File: config.mk
export PLATFORM = sky130hd
export DESIGN_NAME = ni_flit_tx
export DESIGN_NICKNAME = d
export VERILOG_FILES = /design/src/rtl/ni_flit_tx.sv
export SDC_FILE = /design/constraint.sdc
export NUM_CORES = 1
export LEC_CHECK = 0
export ABC_AREA = 1
export BUFFER_PORTS_ARGS = -buffer_cell sky130_fd_sc_hd__buf_2
export CAP_MARGIN = 20
export CORE_MARGIN = 2
export CORE_UTILIZATION = 56
export DETAILED_ROUTE_END_ITERATION = 12
export GPL_ROUTABILITY_DRIVEN = 1
export PLACE_DENSITY = 0.86
export SETUP_SLACK_MARGIN = 0.15
export SYNTH_ARGS = -nofsm -noshare
export SYNTH_HDL_FRONTEND = slang
export SYNTH_SLANG_ARGS = --single-unit
export TNS_END_PERCENT = 30
File: constraint.sdc
create_clock -name clk -period 4.1 [get_ports clk]
set_clock_uncertainty 0.2 [all_clocks]
set_input_delay 0.615 -clock clk [delete_from_list [all_inputs] [get_ports clk]]
set_output_delay 0.615 -clock clk [all_outputs]
set_load 0.01 [all_outputs]
File: src/rtl/ni_flit_tx.sv
// ni_flit_tx: clocked valid/ready stream to four-phase QDI flit transmitter.
// Each accepted beat becomes one registered codeword: four 1-of-4 data digits,
// a 1-of-3 type (head/body/tail) and a one-hot VC. The codeword is held until the
// synchronised ack rises, then the rails return to spacer and the block waits
// for the ack to fall before the next beat is accepted.
module ni_flit_tx #(
   parameter int VCN  = 2,
   parameter int SYNC = 2,
   parameter int CW   = 16
) (
   input  logic           clk,
   input  logic           rst_n,
   input  logic           s_valid,
   output logic           s_ready,
   input  logic [7:0]     s_data,
   input  logic           s_last,
   input  logic [VCN-1:0] s_vc,
   output logic [3:0]     do0,
   output logic [3:0]     do1,
   output logic [3:0]     do2,
   output logic [3:0]     do3,
   output logic [2:0]     dot,
   output logic [VCN-1:0] dovc,
   input  logic           doa,
   output logic           busy,
   output logic [CW-1:0]  flit_cnt
);

   // A one-stage synchroniser is never safe for an asynchronous ack.
   localparam int SYNC_N = (SYNC < 2) ? 2 : SYNC;

   localparam logic [2:0] TYPE_HEAD = 3'b001;
   localparam logic [2:0] TYPE_BODY = 3'b010;
   localparam logic [2:0] TYPE_TAIL = 3'b100;

   typedef enum logic [1:0] {
      ST_IDLE = 2'd0,
      ST_SEND = 2'd1,
      ST_RTZ  = 2'd2
   } state_t;

   state_t              state_q, state_d;
   logic [SYNC_N-1:0]   sync_q;
   logic [SYNC_N-1:0]   fill_q;
   logic                in_frame_q, in_frame_d;
   logic [VCN-1:0]      vc_q, vc_d;
   logic [3:0]          do0_q, do0_d;
   logic [3:0]          do1_q, do1_d;
   logic [3:0]          do2_q, do2_d;
   logic [3:0]          do3_q, do3_d;
   logic [2:0]          dot_q, dot_d;
   logic [VCN-1:0]      dovc_q, dovc_d;
   logic [CW-1:0]       cnt_q, cnt_d;

   logic                ack_s;
   logic                sync_ok;
   logic                ready_c;
   logic [3:0]          enc0, enc1, enc2, enc3;
   logic [VCN-1:0]      vc_low;
   logic [VCN-1:0]      vc_pick;
   logic                is_head;
   logic [2:0]          type_sel;
   logic [VCN-1:0]      vc_sel;

   // Ack synchroniser plus a fill marker: until the chain has been loaded with
   // real samples of doa after reset, its output cannot be trusted as "ack low".
   always_ff @(posedge clk or negedge rst_n) begin
      if (!rst_n) begin
         sync_q <= '0;
         fill_q <= '0;
      end else begin
         sync_q <= {sync_q[SYNC_N-2:0], doa};
         fill_q <= {fill_q[SYNC_N-2:0], 1'b1};
      end
   end

   assign ack_s   = sync_q[SYNC_N-1];
   assign sync_ok = fill_q[SYNC_N-1];

   // Digit i carries s_data[2i+1:2i]; exactly one of its four rails is raised.
   generate
      for (genvar gi = 0; gi < 4; gi++) begin : g_digit
         logic [1:0] dig;
         assign dig      = s_data[2*gi+1:2*gi];
         assign enc0[gi] = (dig == 2'd0);
         assign enc1[gi] = (dig == 2'd1);
         assign enc2[gi] = (dig == 2'd2);
         assign enc3[gi] = (dig == 2'd3);
      end
   endgenerate

   // Lowest set bit of s_vc wins; an empty s_vc falls back to VC0.
   assign vc_low  = s_vc & (~s_vc + VCN'(1));
   assign vc_pick = (s_vc == '0) ? VCN'(1) : vc_low;

   // The first beat of a frame is always a head, whatever s_last says.
   assign is_head  = ~in_frame_q;
   assign type_sel = is_head ? TYPE_HEAD : (s_last ? TYPE_TAIL : TYPE_BODY);
   assign vc_sel   = is_head ? vc_pick : vc_q;

   // State and output registers; reset forces the rails to spacer immediately.
   always_ff @(posedge clk or negedge rst_n) begin
      if (!rst_n) begin
         state_q    <= ST_IDLE;
         in_frame_q <= 1'b0;
         vc_q       <= '0;
         do0_q      <= '0;
         do1_q      <= '0;
         do2_q      <= '0;
         do3_q      <= '0;
         dot_q      <= '0;
         dovc_q     <= '0;
         cnt_q      <= '0;
      end else begin
         state_q    <= state_d;
         in_frame_q <= in_frame_d;
         vc_q       <= vc_d;
         do0_q      <= do0_d;
         do1_q      <= do1_d;
         do2_q      <= do2_d;
         do3_q      <= do3_d;
         dot_q      <= dot_d;
         dovc_q     <= dovc_d;
         cnt_q      <= cnt_d;
      end
   end

   // Four-phase sequencing: load codeword, wait ack high, spacer, wait ack low.
   always_comb begin
      state_d    = state_q;
      in_frame_d = in_frame_q;
      vc_d       = vc_q;
      do0_d      = do0_q;
      do1_d      = do1_q;
      do2_d      = do2_q;
      do3_d      = do3_q;
      dot_d      = dot_q;
      dovc_d     = dovc_q;
      cnt_d      = cnt_q;
      ready_c    = 1'b0;

      unique case (state_q)
         ST_IDLE: begin
            ready_c = ~ack_s & sync_ok;
            if (s_valid && ready_c) begin
               do0_d   = enc0;
               do1_d   = enc1;
               do2_d   = enc2;
               do3_d   = enc3;
               dot_d   = type_sel;
               dovc_d  = vc_sel;
               state_d = ST_SEND;
               if (is_head) begin
                  in_frame_d = 1'b1;
                  vc_d       = vc_pick;
               end else if (s_last) begin
                  in_frame_d = 1'b0;
               end
            end
         end
         ST_SEND: begin
            if (ack_s) begin
               do0_d   = '0;
               do1_d   = '0;
               do2_d   = '0;
               do3_d   = '0;
               dot_d   = '0;
               dovc_d  = '0;
               state_d = ST_RTZ;
            end
         end
         ST_RTZ: begin
            if (!ack_s) begin
               cnt_d   = cnt_q + CW'(1);
               state_d = ST_IDLE;
            end
         end
         default: begin
            state_d = ST_IDLE;
         end
      endcase
   end

   assign s_ready  = ready_c;
   assign do0      = do0_q;
   assign do1      = do1_q;
   assign do2      = do2_q;
   assign do3      = do3_q;
   assign dot      = dot_q;
   assign dovc     = dovc_q;
   assign busy     = in_frame_q | (state_q != ST_IDLE);
   assign flit_cnt = cnt_q;

endmodule

==> results of run 1 <==
[worst max-delay path, delay by kind of cell (launching register included)]
family        cells  cell delay, ns
buf+inv           2            0.20
flops             1            0.46
simple gates      2            0.25
[worst max path at each step]
stage                      startpoint                 end  slack, ns
2_1_floorplan                 s_valid  dot[0]$_DFFE_PN0P_       2.49
3_3_place_gp                  s_valid  dot[0]$_DFFE_PN0P_       2.26
3_5_place_dp                  s_valid  do2[3]$_DFFE_PN0P_       2.21
4_1_cts        state_q[1]$_DFFE_PN0P_             s_ready       2.07
5_1_grt        state_q[1]$_DFFE_PN0P_             s_ready       2.03
6_report       state_q[1]$_DFFE_PN0P_             s_ready       2.08
[per-stage QoR]
stage	cells	instance area [um^2]	hold WS, ns	util, %	setup WS (ns)
after floorplan	251	2090	0.119	-	2.49
after CTS	355	2460	0.161	67.7	2.07
final	356	2480	0.0394	68.2	2.08
after global placement	348	2380	0.131	65.6	2.26
after global routing	356	2480	0.0494	68.2	2.03
after detailed placement	348	2380	0.143	65.6	2.21
[cell type report]
cell class                      instances  area, um^2  share of cell area [%]
Clock buffer                            7        76.3                    3.08
Inverter                               34         128                    5.15
Multi-Input combinational cell        167         778                    31.4
Sequential cell                        46        1150                    46.4
Tap cell                               48        60.1                    2.42
Timing Repair Buffer                   54         285                    11.5
[placed cells by master, fill, tap and decap left out, types with 3 or more instances in the layout]
master / synthesis / final
inv_1: 30 / 30
xor2_1: 7 / 7
clkbuf_8: 0 / 5
buf_2: 0 / 53
nand4_1: 4 / 4
dfrtp_1: 46 / 46
nor2_2: 3 / 3
nor2_1: 14 / 14
inv_2: 4 / 4
nand2_1: 94 / 94
o21ai_0: 6 / 6
nand3_1: 14 / 14
nor3_1: 14 / 14
[cells by family after synthesis]
family	share of synthesized area (%)
fa+ha+maj	0.598
other cells	0.179
buf+inv	7.72
compound gates	2.03
flops	55.1
xor+xnor	3.77
simple gates	30.6
[power groups by stage]
stage / Sequential [uW] / Clock, uW / Combinational, uW
final: 594 / 258 / 274
after global routing: 607 / 284 / 315
after CTS: 594 / 262 / 276
after detailed placement: 602 / 0 / 274
after global placement: 600 / 0 / 263
after floorplan: 630 / 0 / 128
[per-layer routing]
layer	share of wire [%]	GRT usage (%)
met5	0	0
met4	1.9	8.33
met3	4.6	6.51
met2	49	36.9
met1	44	27.3
[sequential cells by signal, indices dropped and copies added (netlist names), 2 cells and up]
signal / flops
flit_cnt: 16
fill_q: 2
dot: 3
sync_q: 2
do3: 4
do2: 4
do1: 4
dovc: 2
state_q: 2
vc_q: 2
do0: 4
==> results.md, run 1 <==
* Status: complete, no violations
* CP Launch Type: register
* Clock share of power at between 20% and 30%
* CTS tree: yes
* Largest stage delay on the critical path at 0.46 ns
* Peak VDD IR at 0.288 mV
* H-tree Lvls at 2
* P&R area growth vs syn at 18.6%
* Wire length per cell at 11.6 um
* Ports at 54
* Switch share at approximately a third
* I/O Buffers at 53
* Post-Route WL at 4120 um
* Worst R2R End: do0[2]$_DFFE_PN0P_
* Critical path endpoint category: primary output
* First-pass GRT wire length at 7070 um
* Final Max Tran Viols at 0
* Fin nets at about 320
* Synthesized area at 2090 um^2
* Yosys top cell by area: dfrtp_1
* Post-Syn Instances at 251
* Row count at 22
* Hold violation count in the final report at 0
* Share of the synthesized area in the top cell type at between 50% and 60%
* Worst-Margin Slew at 0.589 ns
* Syn Area/Cell at about 8.3 um^2
* Sequential power share at 52.8%
* Final setup fails at 0
* Total CTS buffers at 5
* Clk slew on worst S/H paths at roughly 0.080 ns
* Sw Pwr at 362 uW
* Antenna Cells at 0
* Routed vias at 1,758
* Vias per inst at around 4.9
* Setup total negative slack at 0 ns
* Share of cells above drive strength 1 at between 20% and 30%
* Die area at 4240 um^2
* Initial antenna violation count at 0
* # fillers at between 300 and 400
* Clock Sinks at 46
* Routed Antenna Nets at 0
* CP cell instances: nor2_2 > inv_2 > nor2_1 > buf_2
* CTS Hold Bufs at 0
* Most common cell in the synthesized netlist: nand2_1
* Detailed-route DRC error count at 0
* Pwr Total at 1130 uW
* Worst Path Arrival at 1.20 ns
* Tot GR Track Use at 22.1%
* Max Cap Viol at 0
* Initial core utilization at about 58%
* Final worst-path cycle share at 49.2%
* Core area at 3630 um^2
* Final min period at 2.02 ns
* R2r startpoint: state_q[1]$_DFFE_PN0P_
* Aggregate global routing overflow at 0
* Cell variety after synth at 23
* Die Span X at 65.1 um
* Relative slew slack at 60.4%
* Pwr Density at 455 nW/um^2
* Worst Path Required at 3.28 ns
* Int Pwr at 765 uW
* Vias in the first global route at 1,653
* Latest clock arrival within the worst-skew pair at 0.29 ns
* DPL Wire Length at 3020 um
* Seq cells post-synth at 46
* Syn_nets at 267
* Post-synth EDFFs at 0
* GP Congestion at 0.858
* Drt first pass iters at 5
* Worst path slowest cell: dfrtp_1
* Critical path type: register to primary output
* Die H at 65.1 um
* Sequential area share after synthesis at 55.1%
* Worst reg2reg path depth at 6
* Pin count of the biggest net entering global routing at 47
* Top FF cell, synth: dfrtp_1
* Top cells by count, synth: 94 x nand2_1, 46 x dfrtp_1, 30 x inv_1
* Total setup buffers inserted after CTS at 0
* Largest fanout on the critical path at 4
* DR iter-0 viols at 126
* Min-Delay Path Class: input pin to async pin
* Peak Freq at 0.496 GHz
* Max clock buf depth at 2
* RSZ-0062 raised after global routing: false
* Static Leak at 0.00143 uW
* Ys async rst share at 100%
* Comb power frac at 24.3%
* Root buf cell: clkbuf_8
* Top post-synthesis cells by area: dfrtp_1 55%, nand2_1 17%, inv_1 5.4%
* Yosys synthesis warning count at 0
* Post-cts resize count at 0
* Reg2Reg Setup Slack at 2.28 ns
Power figures use the tool's default switching activity.
==> run 2, diff against run 1 <==
--- a/config.mk
+++ b/config.mk
@@ -5,14 +5,14 @@
 export SDC_FILE = /design/constraint.sdc
 export NUM_CORES = 1
 export LEC_CHECK = 0
-export ABC_AREA = 1
+export ABC_AREA = 0
 export BUFFER_PORTS_ARGS = -buffer_cell sky130_fd_sc_hd__buf_2
 export CAP_MARGIN = 20
 export CORE_MARGIN = 2
-export CORE_UTILIZATION = 56
+export CORE_UTILIZATION = 51
 export DETAILED_ROUTE_END_ITERATION = 12
 export GPL_ROUTABILITY_DRIVEN = 1
-export PLACE_DENSITY = 0.86
+export PLACE_DENSITY = 0.8
 export SETUP_SLACK_MARGIN = 0.15
 export SYNTH_ARGS = -nofsm -noshare
 export SYNTH_HDL_FRONTEND = slang
==> constraint.sdc (replaced) <==
create_clock -name clk -period 2.1 [get_ports clk]
set_clock_uncertainty 0.2 [all_clocks]
set_input_delay 0.315 -clock clk [delete_from_list [all_inputs] [get_ports clk]]
set_output_delay 0.315 -clock clk [all_outputs]
set_load 0.01 [all_outputs]
==> results.md, run 2 <==
* Worst reg2reg path depth at 4
* Share of cells above drive strength 1 at 30.3%
* Fin cells at 286
* Setup total negative slack at 0 ns
* Post-synth EDFFs at 0
* I/O Buffers at 53
* Most common cell after layout, fill and taps aside: buf_2
* Place WS at roughly 0.14 ns
* First-pass GRT wire length at 5930 um
* Aggregate global routing overflow at 0
* Critical path endpoint category: primary output
* Worst Path Required at 1.58 ns
* Max Cap Viol at 0
* Post-Syn Instances at 176
* H-tree Lvls at 2
* Top post-synthesis cells by area: dfrtp_1 60%, nand2_1 8.4%, xnor2_1 5.5%
* Largest fanout on the critical path at 7
* Syn_nets at 192
* Vias in the first global route at 1,357
* Worst-Margin Slew at approximately 0.67 ns
* Synthesized area at 1920 um^2
* Most frequent cells in the layout: 53 x buf_2, 46 x dfrtp_1, 43 x nand2_1
* Worst Path Arrival at 1.43 ns
* Core area at 3630 um^2
* Critical path type: register to primary output
* Yosys top cell by area: dfrtp_1
* Fin nets at 253
* Latest clock arrival within the worst-skew pair at a little under 0.3 ns
* Final min period at 1.94 ns
* Die area at 4260 um^2
* Sequential area share after synthesis at 60.1%
* Relative slew slack at a little under three fifths
* Final Max Tran Viols at 0
* Worst R2R End: flit_cnt[5]$_DFFE_PN0P_
* Final setup fails at 0
* Initial core utilization at 52.8%
* GP Congestion at 0.777
* Top FF cell, synth: dfrtp_1
* Static Leak at between 0.001 and 0.0015 uW
* Ports at 54
* CTS tree: yes
* Routed Antenna Nets at 0
* Cell variety after synth at 33
* Peak VDD IR at 0.481 mV
* Antenna Cells at 0
* Total setup buffers inserted after CTS at 0
* Final WS setup at 0.157 ns
* Max clock buf depth at 2
* Die H at 65.3 um
* P&R area growth vs syn at 23.9%
* Peak Freq at between 0.5 and 0.6 GHz
* Pwr Density at 920 nW/um^2
* Detailed-route DRC error count at 0
* Total CTS buffers at 5
* Ys async rst share at 100%
* Die Span X at between 60 and 70 um
* Top cells by count, synth: 46 x dfrtp_1, 43 x nand2_1, 12 x xnor2_1, 11 x nand3_1, 9 x o21ai_0
* Largest register FFs at 16
* RSZ-0062 raised after global routing: true
* Hold path start: s_data[2]
* Hold slack final at 0.0426 ns
* Seq cells post-synth at 46
* Hold path cells at 2
* Drt first pass iters at 4
* Hold violation count in the final report at 0
* Syn Area/Cell at roughly 11 um^2
* Status: complete, no violations
* DR iter-0 viols at 129
* Worst-case hold path end point: do2[1]$_DFFE_PN0P_
* Min-Delay Path Class: input pin to register
* Placed cell count at 276
* Clk slew on worst S/H paths at approximately 0.080 ns
* CP Launch Type: register
* Row count at 22
* Final worst-path cycle share at 92.5%
* Yosys synthesis warning count at 0
* Root buf cell: clkbuf_8
* Tot GR Track Use at 18.0%
* Post-Route WL at 3570 um
* R2r startpoint: state_q[0]$_DFFE_PN0P_
* Routed vias at 1,476
* Most common cell in the synthesized netlist: dfrtp_1
* Clock Sinks at 46
* Initial antenna violation count at 0
* Vias per inst at 5.16
* Reg2Reg Setup Slack at 0.23 ns
* Share of the synthesized area in the top cell type at 60.1%
* DPL Wire Length at 2670 um
* Final design utilization at 65.4%
* Pin count of the biggest net entering global routing at 38
* Wire length per cell at 12.5 um
## run 2: cell count changes after synthesis, moves of 4 or more
cell,delta
nand2_1,-51
inv_1,-29
nor3_1,-14
xnor2_1,+10
nor2_1,-7
o31ai_1,+6
clkbuf_1,+4
inv_2,-4
o41ai_1,+4
xor2_1,-4
## run 2: cells by family after synthesis
family / synth area share, %
multiplexers: 0.587
flip-flops: 60.1
AO/OA/AOI/OAI: 8.75
XOR/XNOR: 6.85
other: 0.196
adder cells (fa/ha/maj): 0.653
buffers and inverters: 1.96
AND/OR/NAND/NOR: 21.0
## run 2: final cells by class
cell class / count / area [um^2]
multi-input cells: 122 / 734
fillers: 297 / 1260
clock inverters: 2 / 12.5
inverters: 1 / 3.75
flip-flops and latches: 46 / 1150
clock buffers: 6 / 82.6
well taps: 48 / 60.1
repair buffers: 61 / 330
## run 2: power by group
part / internal (uW) / leakage, uW / switching, uW
Clock: 264 / 0.0000472 / 282
Sequential: 1040 / 0.000606 / 103
Combinational: 221 / 0.000602 / 275
Total: 1520 / 0.00125 / 659
## run 2: routing by layer
layer	track usage (%)	routed length (um)	share of wire, %
met1	22.9	1640	46
met2	30.1	1720	48
met3	3.60	158	4.4
met4	7.29	51	1.4
met5	0	0	0
## run 2: per-stage QoR
step	instance area (um^2)	total power, uW
finish	2370	2180
global route	2370	2320
CTS	2370	2210
detailed placement	2250	1660
global placement	2250	1640
floorplan	1920	1420
## run 2: worst max-delay path by stage
stage	endpoint	depth (start not counted)	from
6_report	s_ready	3	state_q[0]$_DFFE_PN0P_
5_1_grt	s_ready	3	state_q[0]$_DFFE_PN0P_
4_1_cts	flit_cnt[15]$_DFFE_PN0P_	4	state_q[0]$_DFFE_PN0P_
3_5_place_dp	flit_cnt[15]$_DFFE_PN0P_	4	state_q[0]$_DFFE_PN0P_
3_3_place_gp	flit_cnt[15]$_DFFE_PN0P_	4	state_q[0]$_DFFE_PN0P_
2_1_floorplan	flit_cnt[15]$_DFFE_PN0P_	5	state_q[0]$_DFFE_PN0P_
## run 2: worst max-delay path: stages (launching register included)
cell and delay, ns:
dfrtp_1 0.38, buf_4 0.16, nor4b_2 0.40, buf_2 0.21
## run 2: what timing repair did
action	in CTS	in global routing
gates resized for setup	1	0
hold endpoints to repair	30	0
setup endpoints to repair	2	5
hold buffers	2	0
pin swaps	0	1
==> run 3, diff against run 2 <==
--- a/config.mk
+++ b/config.mk
@@ -10,6 +10,7 @@
 export CAP_MARGIN = 20
 export CORE_MARGIN = 2
 export CORE_UTILIZATION = 51
+export CTS_CLUSTER_SIZE = 25
 export DETAILED_ROUTE_END_ITERATION = 12
 export GPL_ROUTABILITY_DRIVEN = 1
 export PLACE_DENSITY = 0.8
==> constraint.sdc (replaced) <==
create_clock -name clk -period 2.1 [get_ports clk]
set_clock_uncertainty 0.2 [all_clocks]
set_input_delay 0.21 -clock clk [delete_from_list [all_inputs] [get_ports clk]]
set_output_delay 0.21 -clock clk [all_outputs]
set_load 0.01 [all_outputs]
==> results.md, run 3 (synthesized netlist as in run 2, its figures left out) <==
* Status: complete, no violations
* Worst-case hold path end point: vc_q[0]$_DFFE_PN0P_
* Critical path endpoint category: primary output
* Max clock buf depth at 2
* Final Max Tran Viols at 0
* I/O Buffers at 53
* M1 GR Usage at 22.6%
* Row count at 22
* Max Cap Viol at 0
* Fin cells at 294
* Drt first pass iters at 4
* Antenna Cells at 0
* Core area at around 3600 um^2
* Root buf cell: clkbuf_8
* Detailed-route DRC error count at 0
* P&R area growth vs syn at 27.8%
* Ports at 54
* Worst Path Required at 1.69 ns
* CTS tree: yes
* Final min period at about 1.9 ns
* Total CTS buffers at 5
* Worst R2R End: vc_q[1]$_DFFE_PN0P_
* Static Leak at about 0.0013 uW
* Pin count of the biggest net entering global routing at 47
* Vias per inst at 4.98
* Reg2Reg Setup Slack at 0.26 ns
* Placed cell count at about 280
* DPL Wire Length at roughly 2600 um
* Routed Antenna Nets at 0
* CP Launch Type: register
* Hold violation count in the final report at 0
* Pwr Total at 2180 uW
* Share of cells above drive strength 1 at 28.5%
* Tot GR Track Use at between 10% and 20%
* RSZ-0062 raised after global routing: true
* Latest clock arrival within the worst-skew pair at 0.28 ns
* Final WS setup at 0.204 ns
* Peak Freq at 0.527 GHz
* Routed vias at 1,465
* GP Congestion at 0.770
* Vias in the first global route at 1,391
* Die Span X at 65.3 um
* Aggregate global routing overflow at 0
* R2r startpoint: state_q[0]$_DFFE_PN0P_
* Hold path cells at 4
* Final setup fails at 0
* Hold path start: s_vc[1]
* Clock Sinks at 46
* Peak VDD IR at 0.456 mV
* Area after DPL at roughly 2200 um^2
* Worst reg2reg path depth at 5
* First-pass GRT wire length at 6120 um
* Fin nets at 261
* Most frequent cells in the layout: 53 x buf_2, 46 x dfrtp_1, 43 x nand2_1
* Total setup buffers inserted after CTS at 0
* Worst-Margin Slew at 0.559 ns
* Clk slew on worst S/H paths at 0.08 ns
* Global routing usage on met2 at between 30 and 40%
* Place WS at 0.146 ns
* Die H at 65.3 um
* Most common cell after layout, fill and taps aside: buf_2
* Pwr Density at 889 nW/um^2
* Final worst-path cycle share at roughly nine tenths
* GRT met3 Usage at between 3 and 4%
* Initial core utilization at 52.8%
* Relative slew slack at a little over three fifths
* Min-Delay Path Class: input pin to register
* Setup total negative slack at 0 ns
* Finished layout cell area at roughly 2400 um^2
* Initial antenna violation count at 0
* # fillers at 291
* Worst Path Arrival at 1.49 ns
* Die area at approximately 4300 um^2
* Largest register FFs at 16
* Wire length per cell at 12.3 um
* Critical path type: register to primary output
* Post-Route WL at 3630 um
* H-tree Lvls at 2
* Grt peak-use layer: met2
* Largest fanout on the critical path at 7
* DR iter-0 viols at 175
==> run 3: critical path, stage by stage, from the launching register on <==
cell and delay (ns):
dfrtp_1 0.38, buf_4 0.15, nor4b_1 0.45, buf_2 0.22
==> run 3: metal layers <==
metal,share of wire [%],wire length [um]
met2,50,1820
met1,44,1610
met3,4.3,155
met4,1.2,42
met5,0,0
==> run 3: what timing repair did <==
| action | 4_1_cts | 5_1_grt |
|---|---|---|
| hold buffers | 11 | 0 |
| resized for setup | 0 | 1 |
| setup endpoints to repair | 1 | 1 |
| pin swaps | 1 | 0 |
| hold endpoints to repair | 59 | 0 |
==> run 3: layout make-up <==
type / instances / area (um^2) / area share (%)
Clock buffer: 7 / 86.3 / 3.52
Clock inverter: 1 / 5.00 / 0.204
Inverter: 1 / 3.75 / 0.153
Multi-Input combinational cell: 122 / 731 / 29.8
Sequential cell: 46 / 1150 / 47.0
Tap cell: 48 / 60.1 / 2.45
Timing Repair Buffer: 69 / 413 / 16.9
==> run 3: worst max path at each step <==
stage | to | slack (ns) | start
2_1_floorplan | flit_cnt[15]$_DFFE_PN0P_ | 0.23 | state_q[0]$_DFFE_PN0P_
3_3_place_gp | flit_cnt[15]$_DFFE_PN0P_ | 0.21 | state_q[0]$_DFFE_PN0P_
3_5_place_dp | flit_cnt[15]$_DFFE_PN0P_ | 0.15 | state_q[0]$_DFFE_PN0P_
4_1_cts | s_ready | 0.19 | state_q[0]$_DFFE_PN0P_
5_1_grt | s_ready | 0.15 | state_q[0]$_DFFE_PN0P_
6_report | s_ready | 0.20 | state_q[0]$_DFFE_PN0P_
==> run 3: where the power goes <==
group	internal (uW)	leakage [uW]	total, uW	switching (uW)
combinational	230	0.000634	504	274
clock	265	0.0000482	528	263
sequential	1040	0.000606	1150	106
total	1530	0.00129	2180	642
==> run 3: stage by stage <==
| step | hold slack [ns] | utilization, % |
|---|---|---|
| 3_3_place_gp | 0.122 | 61.8 |
| 6_report | 0.0619 | 67.4 |
| 4_1_cts | 0.0668 | 67.4 |
| 3_5_place_dp | 0.120 | 61.8 |
| 2_1_floorplan | -0.286 | - |
| 5_1_grt | 0.0876 | 67.4 |
